[src/rtl/gamepad_reader.sv]
// gamepad_reader: polls an NES-style 8-button shift-register pad once per
// poll period. Decoded buttons are held as registered levels between reads.
// The move and aim lines have opposite-direction conflicts removed.
module gamepad_reader #(
    parameter int HALF        = 6,
    parameter int POLL_CYCLES = 4096
) (
    input  logic       clk,
    input  logic       reset,
    input  logic       pad_data,
    output logic       pad_latch,
    output logic       pad_clk,
    output logic [7:0] buttons,
    output logic       move_left,
    output logic       move_right,
    output logic       aim_left,
    output logic       aim_right,
    output logic       shoot,
    output logic       start_new_game,
    output logic       valid
);

    localparam int PC_W  = $clog2(POLL_CYCLES);
    localparam int CNT_W = $clog2(2 * HALF);

    localparam logic [PC_W-1:0]  PC_LAST    = PC_W'(POLL_CYCLES - 1);
    localparam logic [CNT_W-1:0] LATCH_LAST = CNT_W'(2 * HALF - 1);
    localparam logic [CNT_W-1:0] HALF_LAST  = CNT_W'(HALF - 1);

    typedef enum logic [2:0] {
        IDLE,
        LATCH,
        LO,
        HI,
        DONE
    } state_t;

    state_t           state;
    state_t           next_state;
    logic [1:0]       sync;
    logic             pressed;
    logic [PC_W-1:0]  pc;
    logic [CNT_W-1:0] cnt;
    logic             cnt_last;
    logic [2:0]       k;
    logic [7:0]       shift;
    logic             pc_wrap;

    // The pad is active-low, so 1 means pressed after inversion.
    assign pressed = ~sync[1];
    assign pc_wrap = (pc == PC_LAST);

    // Two-flop synchronizer. It resets to the released (high) level.
    always_ff @(posedge clk or negedge reset) begin
        if (!reset) begin
            sync <= 2'b11;
        end else begin
            sync <= {sync[0], pad_data};
        end
    end

    // Free-running poll counter. It keeps counting through a read, so latch
    // edges are exactly POLL_CYCLES apart. Reset preloads it to the wrap
    // value so the first edge after reset starts a read.
    always_ff @(posedge clk or negedge reset) begin
        if (!reset) begin
            pc <= PC_LAST;
        end else if (pc_wrap) begin
            pc <= '0;
        end else begin
            pc <= pc + PC_W'(1);
        end
    end

    // State register.
    always_ff @(posedge clk or negedge reset) begin
        if (!reset) begin
            state <= IDLE;
        end else begin
            state <= next_state;
        end
    end

    // The latch phase is two half-periods long. LO and HI are one half-period each.
    always_comb begin
        cnt_last = 1'b0;
        if (state == LATCH) begin
            cnt_last = (cnt == LATCH_LAST);
        end else begin
            cnt_last = (cnt == HALF_LAST);
        end
    end

    // Next-state logic for the latch / clock-low / clock-high sequence.
    always_comb begin
        next_state = state;
        case (state)
            IDLE:    if (pc_wrap) next_state = LATCH;
            LATCH:   if (cnt_last) next_state = LO;
            LO:      if (cnt_last) next_state = (k == 3'd7) ? DONE : HI;
            HI:      if (cnt_last) next_state = LO;
            DONE:    next_state = IDLE;
            default: next_state = IDLE;
        endcase
    end

    // Phase counter. It restarts on every state change.
    always_ff @(posedge clk or negedge reset) begin
        if (!reset) begin
            cnt <= '0;
        end else if (state != next_state) begin
            cnt <= '0;
        end else if (state == LATCH || state == LO || state == HI) begin
            cnt <= cnt + CNT_W'(1);
        end
    end

    // Bit index. It is cleared during the latch and advanced at the end of each HI phase.
    always_ff @(posedge clk or negedge reset) begin
        if (!reset) begin
            k <= 3'd0;
        end else if (state == LATCH) begin
            k <= 3'd0;
        end else if (state == HI && cnt_last) begin
            k <= k + 3'd1;
        end
    end

    // Capture each bit on the last cycle of its LO phase.
    always_ff @(posedge clk or negedge reset) begin
        if (!reset) begin
            shift <= 8'h00;
        end else if (state == LO && cnt_last) begin
            shift[k] <= pressed;
        end
    end

    // Pad pins are registered from the next state, so they follow the state exactly.
    always_ff @(posedge clk or negedge reset) begin
        if (!reset) begin
            pad_latch <= 1'b0;
            pad_clk   <= 1'b0;
        end else begin
            pad_latch <= (next_state == LATCH);
            pad_clk   <= (next_state == HI);
        end
    end

    // Publish a complete frame in one edge. Opposing directions cancel out.
    always_ff @(posedge clk or negedge reset) begin
        if (!reset) begin
            buttons        <= 8'h00;
            move_left      <= 1'b0;
            move_right     <= 1'b0;
            aim_left       <= 1'b0;
            aim_right      <= 1'b0;
            shoot          <= 1'b0;
            start_new_game <= 1'b0;
            valid          <= 1'b0;
        end else begin
            valid <= (state == DONE);
            if (state == DONE) begin
                buttons        <= shift;
                move_left      <= shift[6] & ~shift[7];
                move_right     <= shift[7] & ~shift[6];
                aim_left       <= shift[4] & ~shift[5];
                aim_right      <= shift[5] & ~shift[4];
                shoot          <= shift[0];
                start_new_game <= shift[3];
            end
        end
    end

endmodule

[config.mk]
export PLATFORM = sky130hd
export DESIGN_NAME = gamepad_reader
export DESIGN_NICKNAME = d
export VERILOG_FILES = /design/src/rtl/gamepad_reader.sv
export SDC_FILE = /design/constraint.sdc
export NUM_CORES = 1
export LEC_CHECK = 0
export CORE_ASPECT_RATIO = 1.75
export CORE_MARGIN = 4
export CORE_UTILIZATION = 40
export DETAILED_ROUTE_END_ITERATION = 10
export PLACE_DENSITY = 0.61
export REMOVE_ABC_BUFFERS = 1
export SETUP_SLACK_MARGIN = 0.02
export SLEW_MARGIN = 10
export SYNTH_ARGS = -nofsm -noshare
export SYNTH_HDL_FRONTEND = slang
export SYNTH_SLANG_ARGS = --single-unit
[constraint.sdc]
create_clock -name clk -period 2.5 [get_ports clk]
set_clock_uncertainty 0.2 [all_clocks]
set_input_delay 0.5 -clock clk [delete_from_list [all_inputs] [get_ports clk]]
set_output_delay 0.5 -clock clk [all_outputs]
set_load 0.02 [all_outputs]
==> flow_metrics.env, run 1 <==
export IMPL_portBuffers=19
export IMPL_max_stage_delay_ps=550
export IMPL_clock_fmax_mhz=469
export IMPL_initial_core_util_pct=40.8
export IMPL_nets=219
export IMPL_r2r_setup_slack_ps=370
export IMPL_grt_max_degree=27
export IMPL_fp_row_count=35
export IMPL_drc=0
export IMPL_status="finished, final reports clean"
export IMPL_crit_path_start="state[2]$_DFF_PN0_"
export IMPL_cp_start_kind="register"
export IMPL_grt_pass1_wl_um=6740
export IMPL_die_h_um=105
export IMPL_cts_tree="yes"
export IMPL_synth_area_um2=2140
export IMPL_crit_top_cell="mux2_2"
export IMPL_ir_drop_uv=282
export IMPL_post_dp_hpwl_um=2780
export IMPL_syn_area_per_cell_um2=11.2
export IMPL_syn_to_final_growth_pct=17.4
export IMPL_synth_edf_count=0
export IMPL_maxSlewViolCount=0
export IMPL_antenna_found_initial=0
export IMPL_yosys_most_used_dff="dfrtp_1"
export IMPL_synth_area_leader_cell="dfrtp_1"
export IMPL_r2r_start="state[2]$_DFF_PN0_"
export IMPL_cts_buffer_depth=2
export IMPL_dieArea_um2=6640
export IMPL_gp_congestion=0.810
export IMPL_critPathBufInv=0
export IMPL_grtUsageTotal_pct=12.9
export IMPL_grt_pass1_vias=1412
export IMPL_clkSinkCount=47
export IMPL_critical_path_top_delay_family="multiplexers"
export IMPL_die_width_um=63.4
export IMPL_slowest_stage="dfrtp_1"
export IMPL_num_antenna_cells=0
export IMPL_io_pins=20
export IMPL_tns_ps=0
export IMPL_crit_type="register to register"
export IMPL_period_minus_slack_ps=2130
export IMPL_drt_iter0_markers=17
export IMPL_p_leak_nw=1.10
export IMPL_fin_crit_sh_pct=85.4
export IMPL_setup_violations=0
export IMPL_worstRegToRegCells=4
export IMPL_synthesis_instances=192
export IMPL_synthDistinctLibCells=44
export IMPL_hold_path_class="register to register"
export IMPL_cts_buffers=5
export IMPL_endpoint="k[0]$_DFFE_PN0P_"
export IMPL_synth_top_area_share_pct=38.5
export IMPL_clk_latency_ps=300
export IMPL_async_reset_ff_share_pct=100
export IMPL_cts_resized=0
export IMPL_wl_um=3850
export IMPL_yosysSeqAreaShare_pct=55.7
export IMPL_via_per_inst=5.35
export IMPL_synth_area_leaders="dfrtp_1 39%, dfstp_2 17%, mux2i_1 3.3%"
export IMPL_rr_endpoint="k[0]$_DFFE_PN0P_"
export IMPL_power_density_nw_per_um2=574
export IMPL_synth_most_common_cell="dfrtp_1"
export IMPL_drive_gt1_share_pct=16.9
export IMPL_postRouteAntennaNets=0
export IMPL_synthTopCellsByCount="33 x dfrtp_1, 18 x nand2_1, 14 x dfstp_2"
export IMPL_hold_violations=0
export IMPL_clk_pin_slew_ps=90
export IMPL_drt_pre_antenna_iters=4
export IMPL_relSlewSlack_pct=64.5
export IMPL_crit_required_ps=2490
export IMPL_cap_violations=0
export IMPL_htree_num_levels=2
export IMPL_coreArea_um2=5260
export IMPL_crit_fanout=14
export IMPL_root_buffer="clkbuf_8"
export IMPL_place_area_um2=2370
export IMPL_vias=1434
export IMPL_wire_per_inst_um=14.4
export IMPL_ys_ff_latch=47
export IMPL_grt_remaining_overflow=0
export IMPL_fin_area_um2=2520
export IMPL_arrival_ps=2130
export IMPL_worstPathCellList="nor3b_4 > mux2_2 > and3_1 > mux2_2"
export IMPL_crit_cells=4
export IMPL_worst_pin_slew_ps=533
export IMPL_p_total_mw=1.45
export IMPL_end_kind="register"
export IMPL_grt_setup_unrepaired="no"
export IMPL_yosysWarnings=0
## where the power goes
group | internal, mW | switching, mW | total (mW)
sequential | 0.764 | 0.00200 | 0.766
combinational | 0.00626 | 0.0149 | 0.0212
clock | 0.399 | 0.261 | 0.660
total | 1.17 | 0.278 | 1.45
## metrics by stage
stage                     std cells  utilization, %  setup WS [ps]  hold WS [ps]
after CTS                       268            47.9            354           162
final                           268            47.9            366           159
after global routing            268            47.9            253           167
after detailed placement        259            45.1            368           149
after global placement          259            45.1            434           148
after floorplan                 182               -            536          4.41
## area by class of cell
cell class / instances / area [um2]
Inverter: 9 / 33.8
Clock buffer: 5 / 68.8
Fill cell: 490 / 2740
Tap cell: 55 / 68.8
Clock inverter: 3 / 67.6
Sequential cell: 47 / 1190
Timing Repair Buffer: 23 / 230
Multi-Input combinational cell: 126 / 856
## repair_timing
item                      4_1_cts  5_1_grt
buffers inserted                0        0
hold endpoints to repair       21        0
hold buffers                    1        0
## worst min-delay path by stage
stage,endpoint,depth (start not counted),startpoint,slack (ps)
after CTS,sync[1]$_DFF_PN1_,0,sync[0]$_DFF_PN1_,160
after global placement,sync[1]$_DFF_PN1_,0,sync[0]$_DFF_PN1_,150
final,sync[1]$_DFF_PN1_,0,sync[0]$_DFF_PN1_,160
after global routing,sync[1]$_DFF_PN1_,0,sync[0]$_DFF_PN1_,170
after detailed placement,sync[1]$_DFF_PN1_,0,sync[0]$_DFF_PN1_,150
after floorplan,aim_left$_DFFE_PN0P_,0,reset,4
## sequential cells by signal (all words and copies together), names as in the netlist
| signal | cells |
|---|---|
| sync | 2 |
| buttons | 8 |
| valid | 1 |
| move_left | 1 |
| cnt | 4 |
| state | 3 |
| pad_latch | 1 |
| k | 3 |
| shift | 8 |
| move_right | 1 |
| pc | 12 |
| aim_right | 1 |
| aim_left | 1 |
| pad_clk | 1 |
## worst register-to-register path, delay by kind of cell (launching register included)
kind / cells / cell delay (ps)
AND/OR/NAND/NOR: 2 / 540
flip-flops: 1 / 550
multiplexers: 2 / 730
## cell families (layout without fill, tap and decap cells)
group | after synthesis | in the layout | synth area share [%]
buffers and inverters | 19 | 40 | 4.43
DFF | 47 | 47 | 55.7
AOI/OAI and AO/OA | 35 | 35 | 10.3
muxes | 11 | 11 | 5.37
adders and majority gates | 4 | 4 | 2.33
xor gates and xnor gates | 8 | 8 | 3.27
and+or+nand+nor | 68 | 68 | 18.7
## per-layer routing
layer,vias to the layer above,global-route usage [%],wire [um]
met3,7,2.58,93
met1,693,15.2,1590
met4,0,5.72,78
met5,-,0,0
li1,716,-,-
met2,18,22.1,2080
## layout by cell type (no fill, tap or decap), drive strengths merged, types with 2 or more instances in the layout
master and count:
and4b 2, nand2b 5, nand4 3, a31oi 2, nand2 18, dfrtp 33
and4 2, a21oi 7, xnor2 4, xor2 4, nor4 2, o211ai 2
dfstp 14, and3 4, nor3b 2, inv 9, clkdlybuf4s50 18, and3b 2
nand3 10, a22o 2, nand4b 2, or2 2, bufinv 2, ha 4
buf 4, o21ai 11, and2 2, mux2i 7, clkbuf 5, mux2 4
o31ai 7, nor2 8
Note: power is estimated with default switching activity, not from simulation.
==> inputs of run 2 (changes only) <==
--- a/config.mk
+++ b/config.mk
@@ -8,6 +8,8 @@
 export CORE_ASPECT_RATIO = 1.75
 export CORE_MARGIN = 4
 export CORE_UTILIZATION = 40
+export CTS_BUF_LIST = sky130_fd_sc_hd__clkbuf_4 sky130_fd_sc_hd__clkbuf_8
+export CTS_CLUSTER_DIAMETER = 30
 export DETAILED_ROUTE_END_ITERATION = 10
 export PLACE_DENSITY = 0.61
 export REMOVE_ABC_BUFFERS = 1
==> results of run 2 <==
Final layout, timing and power as in run 1 (identical DEF).
==> inputs of run 3 (changes only) <==
--- a/config.mk
+++ b/config.mk
@@ -11,7 +11,7 @@
 export CTS_BUF_LIST = sky130_fd_sc_hd__clkbuf_4 sky130_fd_sc_hd__clkbuf_8
 export CTS_CLUSTER_DIAMETER = 30
 export DETAILED_ROUTE_END_ITERATION = 10
-export PLACE_DENSITY = 0.61
+export PLACE_DENSITY = 0.56
 export REMOVE_ABC_BUFFERS = 1
 export SETUP_SLACK_MARGIN = 0.02
 export SLEW_MARGIN = 10
==> flow_metrics.env, run 3 (synthesis results as in run 1) <==
export IMPL_fillers=496
export IMPL_setup_ws_ps=371
export IMPL_die_h_um=105
export IMPL_io_pins=20
export IMPL_vias=1435
export IMPL_initial_core_util_pct=40.8
export IMPL_drt_pre_antenna_iters=4
export IMPL_fin_crit_sh_pct=85.2
export IMPL_grt_setup_unrepaired="no"
export IMPL_hold_buffers=0
export IMPL_p_comb_share_pct=1.5
export IMPL_rr_endpoint="pad_latch$_DFF_PN0_"
export IMPL_end_kind="register"
export IMPL_r2r_start="pc[0]$_DFF_PN1_"
export IMPL_cp_start_kind="register"
export IMPL_drive_gt1_share_pct=17.0
export IMPL_grt_pass1_wl_um=7260
export IMPL_final_cell_mix="33 x dfrtp_1, 18 x nand2_1, 18 x clkdlybuf4s50_1, 14 x dfstp_2, 11 x o21ai_0"
export IMPL_largest_reg_flops=12
export IMPL_postRouteAntennaNets=0
export IMPL_clock_fmax_mhz=470
export IMPL_grtUsageTotal_pct=13.8
export IMPL_arrival_ps=2130
export IMPL_power_density_nw_per_um2=505
export IMPL_p_seq_share_pct=61.9
export IMPL_drt_iter0_markers=60
export IMPL_p_int_mw=0.974
export IMPL_period_minus_slack_ps=2130
export IMPL_via_per_inst=5.37
export IMPL_syn_to_final_growth_pct=14.2
export IMPL_status="finished, final reports clean"
export IMPL_regMostFlops="pc"
export IMPL_clk_latency_ps=300
export IMPL_crit_type="register to register"
export IMPL_crit_required_ps=2500
export IMPL_post_dp_hpwl_um=3010
export IMPL_clk_pin_slew_ps=90
export IMPL_htree_num_levels=2
export IMPL_dieArea_um2=6640
export IMPL_hold_violations=0
export IMPL_portBuffers=19
export IMPL_ir_drop_uv=291
export IMPL_grt_remaining_overflow=0
export IMPL_grt_pass1_vias=1546
export IMPL_gp_congestion=0.810
export IMPL_r2r_setup_slack_ps=370
export IMPL_crit_fanout=8
export IMPL_clkSinkCount=47
export IMPL_worst_pin_slew_ps=635
export IMPL_nets=218
export IMPL_setup_violations=0
export IMPL_cts_buffer_depth=2
export IMPL_postCtsSetupBuffers=0
export IMPL_pwr_share_clk_pct=36.5
export IMPL_wire_per_inst_um=15.2
export IMPL_fin_util_pct=46.6
export IMPL_place_ws_ps=352
export IMPL_wl_um=4060
export IMPL_reg_top3="pc (12), buttons (8), shift (8)"
export IMPL_die_width_um=63.4
export IMPL_placedCellCount=259
export IMPL_p_switching_mw=0.262
export IMPL_cts_resized=0
export IMPL_relSlewSlack_pct=56.5
export IMPL_instances_no_fill=267
export IMPL_cts_tree="yes"
export IMPL_p_leak_nw=1.07
export IMPL_maxSlewViolCount=0
export IMPL_fp_row_count=35
export IMPL_drc=0
export IMPL_hold_path_class="primary input to asynchronous set/reset pin"
export IMPL_antenna_found_initial=0
export IMPL_cts_buffers=5
export IMPL_p_total_mw=1.24
export IMPL_coreArea_um2=5260
export IMPL_num_antenna_cells=0
export IMPL_grt_max_degree=30
export IMPL_worstRegToRegCells=5
export IMPL_layout_commonest_cell="dfrtp_1"
export IMPL_root_buffer="clkbuf_8"
export IMPL_p_sw_share_pct=21.2
export IMPL_tns_ps=0
export IMPL_cap_violations=0
-- run 3: power by group through the flow --
stage	clock, mW	sequential (mW)	combinational [mW]
final	0.452	0.766	0.0190
after global placement	0	0.780	0.0196
after floorplan	0	0.779	0.000234
after CTS	0.475	0.766	0.0205
after global routing	0.505	0.767	0.0229
after detailed placement	0	0.780	0.0207
-- run 3: per-layer routing --
layer	part of all wire [%]	track usage, %
met5	0	0
met4	1.6	4.79
met3	2.6	3.44
met2	56	25.4
met1	40	14.9
-- run 3: area by class of cell --
type | count | area [um2] | area share [%]
Clock buffer | 6 | 76.3 | 3.12
Clock inverter | 2 | 12.5 | 0.511
Inverter | 9 | 33.8 | 1.38
Multi-Input combinational cell | 126 | 856 | 35.0
Sequential cell | 47 | 1190 | 48.7
Tap cell | 55 | 68.8 | 2.81
Timing Repair Buffer | 22 | 208 | 8.48
-- run 3: worst max-delay path by stage --
stage                     depth (start not counted)                from  slack [ps]                  end
after floorplan                                   4  state[2]$_DFF_PN0_         540     k[0]$_DFFE_PN0P_
after global routing                              5     pc[0]$_DFF_PN1_         160  pad_latch$_DFF_PN0_
after detailed placement                          5     pc[0]$_DFF_PN1_         350  pad_latch$_DFF_PN0_
after CTS                                         5     pc[0]$_DFF_PN1_         340  pad_latch$_DFF_PN0_
final                                             5     pc[0]$_DFF_PN1_         370  pad_latch$_DFF_PN0_
after global placement                            4  state[2]$_DFF_PN0_         440     k[0]$_DFFE_PN0P_
-- run 3: metrics by stage --
stage	cell area, um2	hold slack [ps]
after CTS	2450	37.2
after detailed placement	2360	148
after floorplan	2080	4.41
after global routing	2450	73.4
after global placement	2360	147
final	2450	20.1
-- run 3: worst max-delay path, stage by stage (launching register included) --
cell      delay (ps)
dfstp_2          560
ha_1             180
and3_1           290
nand4_2          250
or2_2            340
a211oi_1         230
